File: src/rtl/decode_ctrl_pipe.sv
// RV32 control decoder: merged main/ALU decode with illegal-instruction detection,
// registered into the D->E pipeline stage, plus a saturating illegal-instruction counter.
module decode_ctrl_pipe #(
  parameter int ENABLE_M = 0,
  parameter int CNT_W    = 8,
  parameter int SIZE_W   = 3
) (
  input  logic              clk,
  input  logic              rst,
  input  logic [31:0]       InstrD,
  input  logic              ValidD,
  input  logic              StallE,
  input  logic              FlushE,
  input  logic              count_clr,
  output logic [2:0]        ImmSrcD,
  output logic              ValidE,
  output logic              RegWriteE,
  output logic [1:0]        ResultSrcE,
  output logic              MemWriteE,
  output logic              ALUSrcE,
  output logic              BranchE,
  output logic              JumpE,
  output logic [3:0]        ALUControlE,
  output logic [2:0]        Funct3E,
  output logic [SIZE_W-1:0] SizeE,
  output logic              MulDivE,
  output logic              IllegalE,
  output logic [CNT_W-1:0]  illegal_count
);
  localparam logic [6:0] OP_R      = 7'b0110011;
  localparam logic [6:0] OP_I      = 7'b0010011;
  localparam logic [6:0] OP_LOAD   = 7'b0000011;
  localparam logic [6:0] OP_STORE  = 7'b0100011;
  localparam logic [6:0] OP_BRANCH = 7'b1100011;
  localparam logic [6:0] OP_JAL    = 7'b1101111;
  localparam logic [6:0] OP_JALR   = 7'b1100111;
  localparam logic [6:0] OP_LUI    = 7'b0110111;
  localparam logic [6:0] OP_AUIPC  = 7'b0010111;

  localparam logic [6:0] F7_ZERO   = 7'b0000000;
  localparam logic [6:0] F7_ALT    = 7'b0100000;
  localparam logic [6:0] F7_MULDIV = 7'b0000001;

  localparam logic [3:0] ALU_ADD = 4'b0000, ALU_SUB = 4'b0001, ALU_AND = 4'b0010;
  localparam logic [3:0] ALU_OR  = 4'b0011, ALU_XOR = 4'b0100, ALU_SLT = 4'b0101;
  localparam logic [3:0] ALU_SLTU = 4'b0110, ALU_SLL = 4'b0111, ALU_SRL = 4'b1000;
  localparam logic [3:0] ALU_SRA = 4'b1001, ALU_PASSB = 4'b1010;

  logic [6:0] opcode;
  logic [6:0] funct7;
  logic [2:0] funct3;
  assign opcode = InstrD[6:0];
  assign funct3 = InstrD[14:12];
  assign funct7 = InstrD[31:25];

  logic              dec_reg_write;
  logic [1:0]        dec_result_src;
  logic              dec_mem_write;
  logic              dec_alu_src;
  logic              dec_branch;
  logic              dec_jump;
  logic [3:0]        dec_alu_ctrl;
  logic [2:0]        dec_funct3;
  logic [SIZE_W-1:0] dec_size;
  logic              dec_muldiv;
  logic              dec_illegal;
  logic [2:0]        dec_imm_src;
  logic              accept;

  assign accept = ValidD & ~StallE & ~FlushE;

  // alt selects sub/sra where the instruction form allows it
  function automatic logic [3:0] alu_from_funct3(input logic [2:0] f3, input logic alt);
    alu_from_funct3 = ALU_ADD;
    case (f3)
      3'b000: alu_from_funct3 = alt ? ALU_SUB : ALU_ADD;
      3'b001: alu_from_funct3 = ALU_SLL;
      3'b010: alu_from_funct3 = ALU_SLT;
      3'b011: alu_from_funct3 = ALU_SLTU;
      3'b100: alu_from_funct3 = ALU_XOR;
      3'b101: alu_from_funct3 = alt ? ALU_SRA : ALU_SRL;
      3'b110: alu_from_funct3 = ALU_OR;
      3'b111: alu_from_funct3 = ALU_AND;
      default: alu_from_funct3 = ALU_ADD;
    endcase
  endfunction

  always_comb begin
    dec_reg_write  = 1'b0;
    dec_result_src = 2'b00;
    dec_mem_write  = 1'b0;
    dec_alu_src    = 1'b0;
    dec_branch     = 1'b0;
    dec_jump       = 1'b0;
    dec_alu_ctrl   = ALU_ADD;
    dec_funct3     = funct3;
    dec_size       = '0;
    dec_muldiv     = 1'b0;
    dec_illegal    = 1'b0;
    dec_imm_src    = 3'b000;
    // Every valid opcode ends in 2'b11, so non-32-bit encodings fall into the default arm.
    case (opcode)
      OP_R: begin
        dec_reg_write = 1'b1;
        if (funct7 == F7_MULDIV && ENABLE_M != 0) begin
          dec_muldiv = 1'b1;
        end else if (funct7 == F7_ZERO ||
                     (funct7 == F7_ALT && (funct3 == 3'b000 || funct3 == 3'b101))) begin
          dec_alu_ctrl = alu_from_funct3(funct3, funct7[5]);
        end else begin
          dec_illegal = 1'b1;
        end
      end
      OP_I: begin
        dec_reg_write = 1'b1;
        dec_alu_src   = 1'b1;
        dec_alu_ctrl  = alu_from_funct3(funct3, (funct3 == 3'b101) && funct7[5]);
        if (funct3 == 3'b001 && funct7 != F7_ZERO)
          dec_illegal = 1'b1;
        if (funct3 == 3'b101 && funct7 != F7_ZERO && funct7 != F7_ALT)
          dec_illegal = 1'b1;
      end
      OP_LOAD: begin
        dec_reg_write  = 1'b1;
        dec_alu_src    = 1'b1;
        dec_result_src = 2'b01;
        dec_size       = SIZE_W'(funct3);
        dec_illegal    = (funct3 == 3'b011) || (funct3 == 3'b110) || (funct3 == 3'b111);
      end
      OP_STORE: begin
        dec_mem_write = 1'b1;
        dec_alu_src   = 1'b1;
        dec_imm_src   = 3'b010;
        dec_size      = SIZE_W'(funct3);
        dec_illegal   = (funct3 > 3'b010);
      end
      OP_BRANCH: begin
        dec_branch   = 1'b1;
        dec_imm_src  = 3'b011;
        dec_alu_ctrl = !funct3[2] ? ALU_SUB : (funct3[1] ? ALU_SLTU : ALU_SLT);
        dec_illegal  = (funct3 == 3'b010) || (funct3 == 3'b011);
      end
      OP_JAL: begin
        dec_jump       = 1'b1;
        dec_reg_write  = 1'b1;
        dec_result_src = 2'b10;
        dec_imm_src    = 3'b100;
      end
      OP_JALR: begin
        dec_jump       = 1'b1;
        dec_reg_write  = 1'b1;
        dec_result_src = 2'b10;
        dec_alu_src    = 1'b1;
        dec_illegal    = (funct3 != 3'b000);
      end
      OP_LUI: begin
        dec_reg_write = 1'b1;
        dec_alu_src   = 1'b1;
        dec_imm_src   = 3'b001;
        dec_alu_ctrl  = ALU_PASSB;
      end
      OP_AUIPC: begin
        dec_reg_write  = 1'b1;
        dec_result_src = 2'b11;
        dec_imm_src    = 3'b001;
      end
      default: dec_illegal = 1'b1;
    endcase
    // An illegal word carries no side effects downstream; only the flag survives.
    if (dec_illegal) begin
      dec_reg_write  = 1'b0;
      dec_result_src = 2'b00;
      dec_mem_write  = 1'b0;
      dec_alu_src    = 1'b0;
      dec_branch     = 1'b0;
      dec_jump       = 1'b0;
      dec_alu_ctrl   = ALU_ADD;
      dec_funct3     = 3'b000;
      dec_size       = '0;
      dec_muldiv     = 1'b0;
      dec_imm_src    = 3'b000;
    end
  end

  assign ImmSrcD = dec_imm_src;

  always_ff @(posedge clk) begin
    if (rst || FlushE) begin
      ValidE      <= 1'b0;
      RegWriteE   <= 1'b0;
      ResultSrcE  <= 2'b00;
      MemWriteE   <= 1'b0;
      ALUSrcE     <= 1'b0;
      BranchE     <= 1'b0;
      JumpE       <= 1'b0;
      ALUControlE <= 4'b0000;
      Funct3E     <= 3'b000;
      SizeE       <= '0;
      MulDivE     <= 1'b0;
      IllegalE    <= 1'b0;
    end else if (!StallE) begin
      ValidE      <= ValidD;
      RegWriteE   <= ValidD & dec_reg_write;
      ResultSrcE  <= ValidD ? dec_result_src : 2'b00;
      MemWriteE   <= ValidD & dec_mem_write;
      ALUSrcE     <= ValidD & dec_alu_src;
      BranchE     <= ValidD & dec_branch;
      JumpE       <= ValidD & dec_jump;
      ALUControlE <= ValidD ? dec_alu_ctrl : 4'b0000;
      Funct3E     <= ValidD ? dec_funct3 : 3'b000;
      SizeE       <= ValidD ? dec_size : '0;
      MulDivE     <= ValidD & dec_muldiv;
      IllegalE    <= ValidD & dec_illegal;
    end
  end

  always_ff @(posedge clk) begin
    if (rst || count_clr)
      illegal_count <= '0;
    else if (accept && dec_illegal && !(&illegal_count))
      illegal_count <= illegal_count + CNT_W'(1);
  end
endmodule

File: config.mk
export PLATFORM = sky130hd
export DESIGN_NAME = decode_ctrl_pipe
export DESIGN_NICKNAME = d
export VERILOG_FILES = /design/src/rtl/decode_ctrl_pipe.sv
export SDC_FILE = /design/constraint.sdc
export NUM_CORES = 1
export LEC_CHECK = 0
export BUFFER_PORTS_ARGS = -buffer_cell sky130_fd_sc_hd__buf_2
export CAP_MARGIN = 10
export CORE_ASPECT_RATIO = 1.2
export CORE_MARGIN = 5
export CORE_UTILIZATION = 35
export CTS_BUF_LIST = sky130_fd_sc_hd__clkbuf_4
export CTS_CLUSTER_DIAMETER = 150
export CTS_CLUSTER_SIZE = 10
export DETAILED_ROUTE_END_ITERATION = 12
export PLACE_DENSITY = 0.68
export SYNTH_ARGS = -nofsm -noshare
export SYNTH_HDL_FRONTEND = slang
export SYNTH_SLANG_ARGS = --single-unit
File: constraint.sdc
create_clock -name clk -period 1.7 [get_ports clk]
set_input_delay 0.085 -clock clk [delete_from_list [all_inputs] [get_ports clk]]
set_output_delay 0.085 -clock clk [all_outputs]
set_load 0.005 [all_outputs]
======== After elaboration in Yosys (flattened, before gate mapping) ========
Cells that the tools add are included.
word-level totals
  register bits ........................... 27
  latch bits .............................. 0
  memory bits (writable) .................. 0
  bits in read-only memories .............. 0
  input port bits ......................... 38
  output and inout port bits .............. 31
  logic and storage cells ................. 104
  memories kept ........................... 0
cells by class
  $add $sub $neg .......................... 1
  multiply operators ...................... 0
  div/mod/pow operators ................... 0
  magnitude comparators ................... 1
  equality and inequality tests ........... 18
  shift operators ......................... 0
  multiplexer cells ....................... 36
  bitwise gates (word level) .............. 10
  reductions and logical operators ........ 26
operator list
  cell                                            count
  one-hot mux 4 bit (8 select lines)              2
  == test 7 x 6 -> 1 bit (second input constant)  4
  == test 7 bit (second input constant)           3
  2-to-1 mux 3 bit                                7
  2-to-1 mux 1 bit                                17
  one-hot mux 4 bit (4 select lines)              1
  == test 7 x 5 -> 1 bit (second input constant)  2
  == test 3 bit (second input constant)           4
  2-to-1 mux 4 bit                                3
  one-hot mux 3 bit (4 select lines)              1
  adder 8 x 1 -> 8 bit (second input constant)    1
  AND 1 bit                                       8
  AND reduction 8 bit                             1
  == test 7 x 2 -> 1 bit (second input constant)  1
  logical AND 1 bit                               7
  zero test 7 bit                                 1
  logical OR 1 bit                                7
  != test 7 x 6 -> 1 bit (second input constant)  1
  one-hot mux 1 bit (7 select lines)              1
  nonzero test 7 bit                              1
  OR reduction 7 bit                              1
  == test 3 x 2 -> 1 bit (second input constant)  2
  2-to-1 mux 2 bit                                3
  one-hot mux 2 bit (3 select lines)              1
  9 further kinds                                 12

======== Longest topological paths before layout ========
Gate-level depths: netlist of the first run.
  word-level depth ........................ 8
  depth in mapped cells ................... 8
  depth with buffers taken out ............ 6

======== Worst setup path before layout of the first run ========
OpenSTA, ideal clock, no wires.
  path kind ............................... input to register
  from .................................... input port InstrD[26]
  to ...................................... register SizeE[0]
  setup time .............................. 0.061 ns
  data arrival time ....................... 1.697 ns
  data required time ...................... 1.639 ns
  setup slack ............................. -0.058 ns
  stages .................................. 6
  buffers on the path ..................... 0
  path through ............................ or4_4 -> o32ai_2 -> a31oi_1 -> or3_4 -> nor3_4 -> a32o_1
on the way
  word-level cells in the longest chain between the ends .. 7
  elaborated cells on any way between the ends .. 15
  those cells by class .................... 2 x eq/ne; 6 x mux; 7 x reduce/logical
RTL lines
  element                                                              RTL line       text
  start, declared                                                      10             input logic [31:0] InstrD,
  nonzero test 7 bit / == test 7 x 6 -> 1 bit (equally long branches)  118, 120, 108
  logical AND 1 bit, on equally long branches                          118, 108, 120
  2-to-1 mux 1 bit, or another cell as far along                       118            if (funct3 == 3'b001 && funct7 != F7_ZERO)
  2-to-1 mux 1 bit, on equally long branches                           120, 107
  one-hot mux 1 bit (7 select lines) *                                 102            case (opcode)
  2-to-1 mux 3 bit *                                                   170            if (dec_illegal) begin
  2-to-1 mux 3 bit *                                                   211            SizeE <= ValidD ? dec_size : '0;
  end signal, assigned                                                 211
  end, declared                                                        25             output logic [SIZE_W-1:0] SizeE,
Every way passes the cells marked *; elsewhere a longest branch is shown, timed or not.
A chain may end at the register's enable or synchronous reset.

======== Worst setup path after layout of the first run ========
  from .................................... input port InstrD[26]
  to ...................................... output port ImmSrcD[0]
on the way
  word-level cells in the longest chain between the ends .. 6
  elaborated cells on any way between the ends .. 14
  those cells by class .................... 2 x eq/ne; 5 x mux; 7 x reduce/logical
RTL lines
  element                                                              RTL line       text
  nonzero test 7 bit / == test 7 x 6 -> 1 bit (equally long branches)  118, 120, 108
  logical AND 1 bit, on equally long branches                          118, 108, 120
  2-to-1 mux 1 bit, or another cell as far along                       118
  2-to-1 mux 1 bit, on equally long branches                           120, 107
  one-hot mux 1 bit (7 select lines) *                                 102
  2-to-1 mux 3 bit *                                                   170
  end, declared                                                        15             output logic [2:0] ImmSrcD,
Marks and branches as above.

==> metrics.cfg, run 1 <==
[global_routing]
antenna_found_initial=0
grt_first_pass_wirelength_microns=8155
grt_pass1_vias=1830
grt_max_degree=16
grt_use_total=0.1631
grt.overflow.total=0

[clocking]
insertion_delay_ns=0.33
cts_tree=built
cts.sinks=27
cts_root_buf=clkbuf_4
cts.path.max_buffers=2
numCtsBuffers=3
htreeDepth=1
clk_pin_slew_ns=0.15

[drt]
via_per_inst=5.366
totalWireLength_microns=4810
vias=1819
avgRoutedWirePerCell_microns=14.19
drt_pass1_iterations=4
drt_iter0_markers=66
drc_errors=0
ant_nets=0

[power_and_ir_drop]
p_leak_nw=1.034
power.density_nw_per_um2=484.7
vdd_drop_max_v=0.0002590
power.total_mw=1.152

[synth]
synth.avg_cell_area_sq_um=8.553
ys_warn_count=0
synthArstFlopShare=0
netlist.area_leader.share=0.3344
ys_top_cells_by_area=dfxtp_1 33%, a22o_1 5.4%, nand2_1 4.2%
yosysMostFrequentCell=dfxtp_1
ys.flop_type=dfxtp_1
syn_nets=228
ys_seq_area_frac=0.3344
synth.distinct_cells=56
synth_edf_count=0
synth_top_cell_by_area=dfxtp_1
netlist_instances=189
syn_area_sq_um=1617
yosys-top-cells-count=27 x dfxtp_1, 18 x nand2_1, 13 x nor2_1, 10 x a22o_1, 9 x nor2b_1
ys_ff_latch=27

[die]
core_area_sq_um=4527
rows=27
die-width_microns=72.04
fp.dieArea_sq_um=6083
chipHeight_microns=84.45
ios=69
start_util=0.3571

[placement]
dp_cells=327
dp_hpwl_microns=3801
port_buffers=52
globalplace.congestion=0.8921

[outcome]
status=complete, but fails checks
violations=negative setup slack

[worst_setup_path]
worstPathRequired_ns=1.62
crit_type=input pin to output port
start_kind=input pin
arrival_ns=1.70
critPathCaptureType=output port
reg2reg_slack_ns=0.07
worstPathMaxFanout=4

[final_layout]
fin_cells=339
antenna_cells=0
layout-drive-gt1-share=0.4448
syn_to_final_growth_pct=47.06
utilization=0.5252
nets=321

[sta]
max_freq_mhz=559.3
timing.slew.headroom=0.6549
setup_viol=5
hold_viol_final=0
fin_crit_sh=1.052
tns_ns=-0.1998
report.final.slew_viol_count=0
worst_pin_slew_ns=0.5158
fin_ws_ns=-0.08800
clock-skew-final_ns=0.001215
fin_crit_ns=1.788
grt_setup_unrepaired=yes

[worst_hold_path]
hp-class=input pin to flop

[flow_run]
cap_violations=0

[layout make-up]
| class | count | area (sq um) |
|---|---|---|
| Timing Repair Buffer | 102 | 656.9 |
| Fill cell | 439 | 2150 |
| Clock inverter | 1 | 5.005 |
| Clock buffer | 3 | 22.52 |
| Tap cell | 58 | 72.57 |
| Inverter | 2 | 7.507 |
| Sequential cell | 27 | 541.8 |
| Multi-Input combinational cell | 146 | 1071 |
[per-stage QoR]
step,area [sq um],hold slack [ns],setup WS (ns)
floorplan,1623,0.1618,-0.02051
detailed placement,2196,0.3098,-0.2926
CTS,2301,0.04797,-0.1224
global placement,2196,0.3046,-0.2877
global route,2377,0.05770,-0.1357
finish,2377,0.04860,-0.08800
[state kept, by name, indices dropped and copies added (netlist names)]
register and count:
illegal_count 8, ALUControlE 4, Funct3E 3, SizeE 3, ResultSrcE 2, ALUSrcE 1, BranchE 1, IllegalE 1
JumpE 1, MemWriteE 1, RegWriteE 1, ValidE 1
[where the power goes]
part           switching, mW  internal (mW)  leakage (nW)  total (mW)
logic                  0.117          0.114         0.798       0.231
registers            0.00107          0.635         0.218       0.637
clock network          0.196         0.0883        0.0177       0.285
total                  0.315          0.838          1.03        1.15
[worst max-delay path, cell delays in order]
cell	delay [ns]
buf_6	0.09
or4_4	0.54
o32ai_4	0.22
a31oi_2	0.15
or3_4	0.39
nor2_4	0.12
buf_2	0.11
[cell families (layout without fill, tap and decap cells)]
family / count (synthesis) / count (layout) / share of synthesized area
flip-flops: 27 / 27 / 0.3344
adder cells (fa/ha/maj): 1 / 1 / 0.007739
AO/OA/AOI/OAI: 54 / 54 / 0.2577
XOR/XNOR: 1 / 1 / 0.005419
buffers and inverters: 16 / 108 / 0.05108
other: 1 / 1 / 0.002320
multiplexers: 3 / 3 / 0.01858
AND/OR/NAND/NOR: 86 / 86 / 0.3227
[path summary, 6_finish.rpt]
path,startpoint,endpoint,depth (start not counted)
max,InstrD[26],ImmSrcD[0],7
min,count_clr,illegal_count[5],3
max reg2reg,illegal_count[0],illegal_count[4],6
min reg2reg,ALUSrcE,ALUSrcE,2
[layout by cell type (no fill, tap or decap), types with 2 or more instances in the layout]
master,synthesis,final
buf_2,3,50
buf_4,2,47
dfxtp_1,27,26
nand2_1,18,17
nor2_1,13,12
a22o_1,10,10
nor2b_1,9,9
a21oi_1,6,6
o21ai_0,7,6
or3_1,5,5
nor3_1,5,4
a32o_1,4,4
or3_4,3,3
and2_1,3,3
mux2i_1,3,3
a31oi_1,4,3
o31ai_1,3,3
clkbuf_4,1,3
buf_6,1,3
and3_1,3,2
nand2b_1,2,2
nand4b_1,2,2
nor3_2,1,2
nand4_1,2,2
nand3b_1,2,2
o211ai_1,2,2
or4_4,1,2
nor4_1,4,2
or4_1,3,2
nand3_2,0,2
o21ai_1,1,2
and4_1,2,2
a21boi_1,2,2
a21boi_0,2,2
inv_1,2,2
dlygate4sd3_1,0,2
[metal layers]
metal  share of wire  global-route usage  up-vias
met5               0                   0        -
met4          0.0048             0.04444        0
met3           0.062             0.02874        4
met2            0.53              0.3027       52
met1            0.41              0.1877      869
li1                -                   -      894
[what timing repair did]
action / 4_1_cts / 5_1_grt
hold endpoints to repair: 2 / 0
resized for setup: 7 / 12
hold buffers: 2 / 0
setup endpoints to repair: 2 / 19
buffers inserted: 3 / 4
pin swaps: 3 / 5
No activity file was read; power rests on OpenSTA's default activity.
==> run 2, diff against run 1 <==
- BUFFER_PORTS_ARGS: -buffer_cell sky130_fd_sc_hd__buf_2 -> unset
- DONT_BUFFER_PORTS: unset -> 1
- PLACE_DENSITY: 0.68 -> 0.55
==> run 2 against run 1 <==
The flow now finishes without violations. Register-to-register slack hardly changed. Critical path depth is 2 lower. Utilization is 9.6 points lower. Clock skew is 0.0025 ns higher. Clock power hardly changed. Cell count is 21% lower. Die area stayed put. Global-route usage is 0.87 points lower. Worst hold slack worse by 0.032 ns. Critical path type unchanged.
==> metrics.cfg, run 2 (synthesis results as in run 1) <==
[outcome]
status=completed

[power_and_ir_drop]
power.density_nw_per_um2=549.6
comb_power_share=0.136
power_switching_mw=0.2693
switching_share=0.2520
power.total_mw=1.069
p_leak_nw=0.6827
power.share.sequential=0.596
pwr-share-clk=0.268
p_int_mw=0.7994
vdd_drop_max_v=0.0002106

[worst_hold_path]
hp-class=input pin to flop

[sta]
hold_viol_final=0
fin_crit_ns=1.654
fin_crit_sh=0.9731
tns_ns=0
setup_viol=0
report.final.slew_viol_count=0
clock-skew-final_ns=0.003704
fin_ws_ns=0.04577
max_freq_mhz=604.5

[worst_setup_path]
max_stage_delay_ns=0.52
crit_buf_inv=0
crit_type=input pin to output port
arrival_ns=1.57
cp_slowest_cell=or4_4
path_cells=or4_4 -> o32ai_2 -> a31oi_2 -> or3_4 -> nor2_4
start_kind=input pin
critPathCaptureType=output port
worstPathRequired_ns=1.62
worstPathMaxFanout=4
cpLargestDelayFamily=simple AND/OR/NAND/NOR gates

[final_layout]
layout-drive-gt1-share=0.1810
fillCellCount=468
fin_cells=268
largest_registers=illegal_count (8), ALUControlE (4)
syn_to_final_growth_pct=20.28
utilization=0.4295
largest_register=illegal_count
nets=250
largest_reg_flops=8
layout_common_cells=26 x dfxtp_1, 17 x nand2_1, 17 x buf_4, 13 x dlygate4sd3_1, 12 x nor2_1
final_common_cell=dfxtp_1
antenna_cells=0

[placement]
place_ws_ns=-0.1811
port_buffers=0
globalplace.congestion=0.8349
dp_hpwl_microns=3477
dp_cells=251

[clocking]
htreeDepth=1
clk_pin_slew_ns=0.15
cts.path.max_buffers=2
cts.sinks=27
numCtsBuffers=3
cts_root_buf=clkbuf_4
insertion_delay_ns=0.33
cts_tree=built

[drt]
drc_errors=0
drt_pass1_iterations=4
vias=1556
avgRoutedWirePerCell_microns=17.96
ant_nets=0
totalWireLength_microns=4814
drt_iter0_markers=82
via_per_inst=5.806

[flow_run]
cap_violations=0

[global_routing]
grt_use_total=0.1544
grt_first_pass_wirelength_microns=7596
grt_pass1_vias=1560
antenna_found_initial=0
grt.overflow.total=0
grt_max_degree=17

[die]
fp.dieArea_sq_um=6083
rows=27
ios=69
chipHeight_microns=84.45
core_area_sq_um=4527
die-width_microns=72.04
start_util=0.3571

## run 2: final cells by class
type / count / area [sq um] / share of cell area
clock buffer: 3 / 22.52 / 0.01158
clock inverter: 1 / 5.005 / 0.002574
inverter: 2 / 7.507 / 0.003861
multi-input combinational: 146 / 1026 / 0.5277
sequential: 27 / 541.8 / 0.2786
tap: 58 / 72.57 / 0.03732
timing repair buffer: 31 / 269.0 / 0.1384
## run 2: worst paths after layout
kind / startpoint / cells past startpoint / to / slack [ns]
worst max-delay path: InstrD[26] / 5 / ImmSrcD[0] / 0.05
worst min-delay path: InstrD[12] / 3 / ALUControlE[1] / 0.02
worst max register to register: illegal_count[0] / 6 / illegal_count[4] / 0.08
worst min register to register: ALUSrcE / 2 / ALUSrcE / 0.48
## run 2: stage by stage
| step | cell area (sq um) | hold slack [ns] |
|---|---|---|
| floorplan | 1623 | 0.1618 |
| global placement | 1755 | 0.1641 |
| detailed placement | 1755 | 0.1662 |
| CTS | 1928 | 0.009267 |
| global route | 1944 | 0.01911 |
| finish | 1944 | 0.01666 |
## run 2: what timing repair did
item,in CTS,in global routing
endpoints found under the setup margin,3,3
pin swaps,0,0
resized for setup,4,6
buffers inserted,0,0
hold buffers,13,0
endpoints found under the hold margin,16,0
## run 2: power by group through the flow
stage / clock network, mW / logic (mW) / registers [mW]
4_1_cts: 0.290 / 0.142 / 0.637
3_3_place_gp: 0 / 0.104 / 0.651
2_1_floorplan: 0 / 0.106 / 0.651
3_5_place_dp: 0 / 0.108 / 0.651
6_report: 0.286 / 0.145 / 0.637
5_1_grt: 0.317 / 0.157 / 0.638
## run 2: worst register-to-register path, delay by kind of cell (launching register included)
| kind | cells | cell delay [ns] |
|---|---|---|
| fa+ha+maj | 1 | 0.22 |
| compound gates | 1 | 0.16 |
| flops | 1 | 0.35 |
| simple gates | 4 | 0.84 |
## run 2: routing by layer
layer,up-vias,share of wire,global-route usage
met5,-,0,0
met2,67,0.52,0.2759
met3,8,0.093,0.04072
met1,732,0.37,0.1740
met4,0,0.014,0.05299
li1,749,-,-
